### src/rtl/nsu_pkg.sv
`default_nettype none
// ============================================================================
// Module      : nsu_pkg
// Description : Shared size encodings, result record and narrowing function
//               for the narrow store unit.
// Revision    : 1.0 - initial release
// ============================================================================
package nsu_pkg;

    typedef enum logic [1:0] {
        SZ_BYTE = 2'b00,
        SZ_HALF = 2'b01,
        SZ_WORD = 2'b10,
        SZ_ILL  = 2'b11
    } size_e;

    typedef struct packed {
        logic [31:0] wdata;
        logic [3:0]  be;
        logic        ovf;
        logic        misalign;
    } nsu_result_t;

    localparam int c_RESULT_W = $bits(nsu_result_t);

    // Misaligned/illegal accesses leave every result field at zero.
    function automatic nsu_result_t narrow_result(
        input logic [31:0] data,
        input logic [1:0]  size,
        input logic        is_signed,
        input logic [1:0]  addr
    );
        nsu_result_t r;
        logic [4:0]  sh;
        r  = '0;
        sh = {addr, 3'b000};
        case (size_e'(size))
            SZ_BYTE: begin
                r.wdata = {24'd0, data[7:0]} << sh;
                r.be    = 4'b0001 << addr;
                r.ovf   = is_signed ? !((&data[31:7]) || (~|data[31:7]))
                                    : (|data[31:8]);
            end
            SZ_HALF: begin
                if (!addr[0]) begin
                    r.wdata = {16'd0, data[15:0]} << sh;
                    r.be    = 4'b0011 << addr;
                    r.ovf   = is_signed ? !((&data[31:15]) || (~|data[31:15]))
                                        : (|data[31:16]);
                end else begin
                    r.misalign = 1'b1;
                end
            end
            SZ_WORD: begin
                if (addr == 2'b00) begin
                    r.wdata = data;
                    r.be    = 4'b1111;
                end else begin
                    r.misalign = 1'b1;
                end
            end
            default: r.misalign = 1'b1;
        endcase
        return r;
    endfunction

endpackage
`default_nettype wire

### src/rtl/skid_buf2.sv
`default_nettype none
// ============================================================================
// Module      : skid_buf2
// Description : Two-entry FIFO buffer with registered in_ready.
// Revision    : 1.0 - initial release
// ============================================================================
module skid_buf2 #(
    parameter int WIDTH = 8
) (
    input  logic             clk,
    input  logic             reset_n,
    input  logic             in_valid,
    output logic             in_ready,
    input  logic [WIDTH-1:0] in_data,
    output logic             out_valid,
    input  logic             out_ready,
    output logic [WIDTH-1:0] out_data
);

    logic [WIDTH-1:0] r_mem [0:1];
    logic             r_wr_ptr;
    logic             r_rd_ptr;
    logic [1:0]       r_count;
    logic             r_in_ready;
    logic             w_push;
    logic             w_pop;
    logic [1:0]       w_count_nxt;

    assign w_push = in_valid & r_in_ready;
    assign w_pop  = (r_count != 2'd0) & out_ready;

    always_comb begin
        w_count_nxt = r_count;
        case ({w_push, w_pop})
            2'b10:   w_count_nxt = r_count + 2'd1;
            2'b01:   w_count_nxt = r_count - 2'd1;
            default: w_count_nxt = r_count;
        endcase
    end

    always_ff @(posedge clk) begin
        if (!reset_n) begin
            r_mem[0]   <= '0;
            r_mem[1]   <= '0;
            r_wr_ptr   <= 1'b0;
            r_rd_ptr   <= 1'b0;
            r_count    <= 2'd0;
            r_in_ready <= 1'b0;
        end else begin
            if (w_push) begin
                r_mem[r_wr_ptr] <= in_data;
                r_wr_ptr        <= ~r_wr_ptr;
            end
            if (w_pop) begin
                r_rd_ptr <= ~r_rd_ptr;
            end
            r_count    <= w_count_nxt;
            r_in_ready <= (w_count_nxt != 2'd2);
        end
    end

    assign in_ready  = r_in_ready;
    assign out_valid = (r_count != 2'd0);
    // Zero the outputs while empty so stale entries never appear downstream.
    assign out_data  = out_valid ? r_mem[r_rd_ptr] : '0;

endmodule
`default_nettype wire

### src/rtl/narrow_store_unit.sv
`default_nettype none
// ============================================================================
// Module      : narrow_store_unit
// Description : Narrows a 32-bit store value to byte/half/word lanes, flags
//               overflow and misalignment, and counts delivered overflows.
// Revision    : 1.0 - initial release
// ============================================================================
module narrow_store_unit
    import nsu_pkg::*;
#(
    parameter int CNT_W = 16
) (
    input  logic             clk,
    input  logic             reset_n,
    input  logic             in_valid,
    output logic             in_ready,
    input  logic [31:0]      in_data,
    input  logic [1:0]       in_size,
    input  logic             in_signed,
    input  logic [1:0]       in_addr,
    output logic             out_valid,
    input  logic             out_ready,
    output logic [31:0]      out_wdata,
    output logic [3:0]       out_be,
    output logic             out_ovf,
    output logic             out_misalign,
    input  logic             clr_count,
    output logic [CNT_W-1:0] ovf_count
);

    nsu_result_t      w_req_result;
    nsu_result_t      w_out_result;
    logic             w_ovf_delivered;
    logic [CNT_W-1:0] r_ovf_count;

    assign w_req_result = narrow_result(in_data, in_size, in_signed, in_addr);

    skid_buf2 #(
        .WIDTH(c_RESULT_W)
    ) u_buf (
        .clk      (clk),
        .reset_n  (reset_n),
        .in_valid (in_valid),
        .in_ready (in_ready),
        .in_data  (w_req_result),
        .out_valid(out_valid),
        .out_ready(out_ready),
        .out_data (w_out_result)
    );

    assign out_wdata    = w_out_result.wdata;
    assign out_be       = w_out_result.be;
    assign out_ovf      = w_out_result.ovf;
    assign out_misalign = w_out_result.misalign;

    assign w_ovf_delivered = out_valid & out_ready & w_out_result.ovf;

    // Clear has priority over a simultaneous increment.
    always_ff @(posedge clk) begin
        if (!reset_n) begin
            r_ovf_count <= '0;
        end else if (clr_count) begin
            r_ovf_count <= '0;
        end else if (w_ovf_delivered && (r_ovf_count != '1)) begin
            r_ovf_count <= r_ovf_count + CNT_W'(1);
        end
    end

    assign ovf_count = r_ovf_count;

endmodule
`default_nettype wire

### config.mk
export PLATFORM = sky130hd
export DESIGN_NAME = narrow_store_unit
export DESIGN_NICKNAME = d
export VERILOG_FILES = /design/src/rtl/nsu_pkg.sv /design/src/rtl/skid_buf2.sv /design/src/rtl/narrow_store_unit.sv
export SDC_FILE = /design/constraint.sdc
export NUM_CORES = 1
export LEC_CHECK = 0
export CAP_MARGIN = 20
export CORE_AREA = 2 2 100 102
export DETAILED_ROUTE_END_ITERATION = 6
export DIE_AREA = 0 0 102 104
export PLACE_DENSITY = 0.79
export SETUP_SLACK_MARGIN = 0.3
export SLEW_MARGIN = 40
export SYNTH_ARGS = -nofsm -noshare
export SYNTH_HDL_FRONTEND = slang
export SYNTH_SLANG_ARGS = --single-unit
### constraint.sdc
create_clock -name clk -period 5.55 [get_ports clk]
set_input_delay 1.665 -clock clk [delete_from_list [all_inputs] [get_ports clk]]
set_output_delay 1.665 -clock clk [all_outputs]
set_load 0.01 [all_outputs]
==> impl_metrics.ini <==
[status]
status = finished clean

[logic_synthesis]
synth_mux_area_share_pct = 7.92
ys_types = 44
synthAdderAreaFrac_pct = 0.521
synth_top_family_by_area = simple AND/OR/NAND/NOR gates
synth_compound_area_share_pct = 10.1
synth.largest_area_cell = edfxtp_1
ys_seq_area_share_pct = 56.7
async_flop_share_pct = 0
synth-simple-area-share_pct = 21.6
syn-num-nets = 493
synth.area.top_cells = edfxtp_1 (48%), dfxtp_1 (9.2%), nor2_1 (8.3%)
syn-instance-count = 449
synth_xor_area_share_pct = 0.730
syn_area_per_cell_um2 = 10.7
syn_area_um2 = 4800
yosysMostFrequentCell = nor2_1
synth-seq-cells = 98
netlist_top_cells_count = nor2_1 (106), edfxtp_1 (76), mux2i_1 (38)
synth_ff_type = edfxtp_1
ys_warn_count = 0
synth_edf_count = 76
synth.top_cell.area_share_pct = 47.5

[clocking]
post_cts_resized = 0
cts_max_level = 3
cts_tree = done
clk_latency_ns = 0.36
root_buffer = clkbuf_8
ctsLongestPathBuffers = 2
cts_made_buffers = 9
cts_setup_buffers = 0
clock_sinks = 98
cts.clk_slew.worst_paths_ns = 0.10
cts_hold_buf = 0

[global_routing]
grt_pass1_wl_um = 19800
grt_pass1_vias = 3867
antenna_found_initial = 0
grt-ovfl-total = 0
grt_max_degree = 39
grt_usage_pct = 23.8

[floorplanning]
dieArea_um2 = 10600
io_pins = 98
die_w_um = 102
core_region_area_um2 = 9550
chipHeight_um = 104
initial_utilization_pct = 50.3
row_count = 36

[place]
place.gp.congestion = 0.892
dp_hpwl_um = 8360
io_buffers = 97

[power]
p_total_mw = 1.74
p_per_area_nw_per_um2 = 284
vdd_drop_max_v = 0.000158
power_leakage_nw = 1.96

[routing]
dr.pass1.iters = 7
routedWlPerCell_um = 18.0
vias_per_cell = 5.90
drtIter0Drc = 391
wirelength_um = 12300
ant_nets = 0
via_count = 4004
drc_errors = 0

[hold_path]
hold_depth = 1
hold_path.class = reg -> reg
hold_path_end = ovf_count[4]
hp-start = ovf_count[4]

[worst_setup_path]
end_kind = primary output
crit_type = reg -> out
reg2reg_depth = 4
crit_path_max_fanout = 21
crit_arrival_ns = 2.38
start_kind = flip-flop
rr_endpoint = ovf_count[11]
rrSetupSlack_ns = 3.20
crit_required_ns = 3.88

[final_layout]
nets = 585
antennaDiodeCount = 0
syn_to_final_growth_pct = 27.8
utilization_pct = 64.2
drive_gt1_share_pct = 6.04

[sta]
relSlewSlack_pct = 47.1
fmax_ghz = 0.248
drv_slew = 0
holdWs_ns = 0.539
finalCritPeriodShare_pct = 72.8
finalHoldViolations = 0
rsz0062_at_grt = no
fin_worst_skew_ns = 0.0137
min_period_ns = 4.04
setup-tns-final_ns = 0
setup_viol_count_final = 0
worst_pin_slew_ns = 0.787

[job]
maxCapViolations = 0
[per-stage QoR]
stage	worst slack [ns]	instances	instance area [um^2]
2_1_floorplan	0.594	449	4800
3_3_place_gp	1.83	663	5920
3_5_place_dp	1.77	663	5930
4_1_cts	1.44	679	6120
5_1_grt	1.31	679	6130
6_report	1.51	679	6130
[flip-flops by register name, indices dropped and copies added, names as in the netlist, named ones only]
name,cells
u_buf.in_ready,1
u_buf.r_mem,76
ovf_count,16
u_buf.r_wr_ptr,1
u_buf.r_count,2
u_buf.r_rd_ptr,1
[cells in the final DEF (no fill, tap or decap), types with 4 or more instances in the layout]
| master | count |
|---|---|
| nand2b_1 | 5 |
| buf_4 | 8 |
| and2_1 | 21 |
| o21a_1 | 4 |
| o21ai_0 | 6 |
| and3_1 | 4 |
| a21oi_1 | 10 |
| nor3_1 | 12 |
| nor2_1 | 105 |
| o31ai_1 | 4 |
| xnor2_1 | 4 |
| a22oi_1 | 16 |
| a31oi_1 | 4 |
| inv_1 | 6 |
| mux2i_1 | 37 |
| clkdlybuf4s50_1 | 97 |
| or4_1 | 7 |
| nor4_1 | 10 |
| a222oi_1 | 8 |
| edfxtp_1 | 76 |
| dfxtp_1 | 21 |
| clkbuf_8 | 9 |
| nand3_1 | 8 |
| nand4_1 | 12 |
| nand2_1 | 9 |
[final cells by class]
class / instances / area (um^2)
sequential: 98 / 2720
multi-input combinational: 321 / 2000
fill: 789 / 3410
tap: 133 / 166
inverter: 6 / 22.5
timing repair buffer: 105 / 1030
clock inverter: 6 / 63.8
clock buffer: 10 / 128
[power breakdown]
group / leakage, nW / internal (mW) / switching [mW]
sequential: 0.975 / 0.836 / 0.0341
clock: 0.0947 / 0.210 / 0.250
combinational: 0.893 / 0.194 / 0.218
total: 1.96 / 1.24 / 0.502
[per-layer routing]
metal	part of all wire [%]	track usage [%]	wire (um)	up-vias
li1	-	-	-	1866
met1	41	32.3	5000	1885
met2	48	38.2	5940	222
met3	8.4	4.64	1030	31
met4	2.3	8.19	280	0
met5	0	0	0	-
[worst max-delay path by stage]
| stage | to | slack, ns | startpoint | cells past startpoint |
|---|---|---|---|---|
| global route | out_wdata[23] | 1.31 | u_buf.r_count[1] | 4 |
| finish | out_wdata[17] | 1.51 | u_buf.r_count[1] | 4 |
| global placement | u_buf.r_mem[0][16] | 1.83 | in_size[1] | 5 |
| CTS | out_wdata[17] | 1.44 | u_buf.r_count[1] | 4 |
| detailed placement | u_buf.r_mem[0][37] | 1.77 | in_addr[1] | 5 |
| floorplan | u_buf.r_mem[0][0] | 0.59 | in_valid | 2 |
[worst max-delay path, stage by stage (launching register included)]
cell and delay [ns]:
dfxtp_1 0.39, nor2_2 0.63, buf_4 0.40, nor2_1 0.10
clkdlybuf4s50_1 0.50
[kinds of logic after synthesis]
kind of cell    count (synthesis)
simple gates                  210
compound gates                 67
xor+xnor                        4
mux                            38
fa+ha+maj                       2
buf+inv                        30
flops                          98
(Power assumes the default switching activity.)
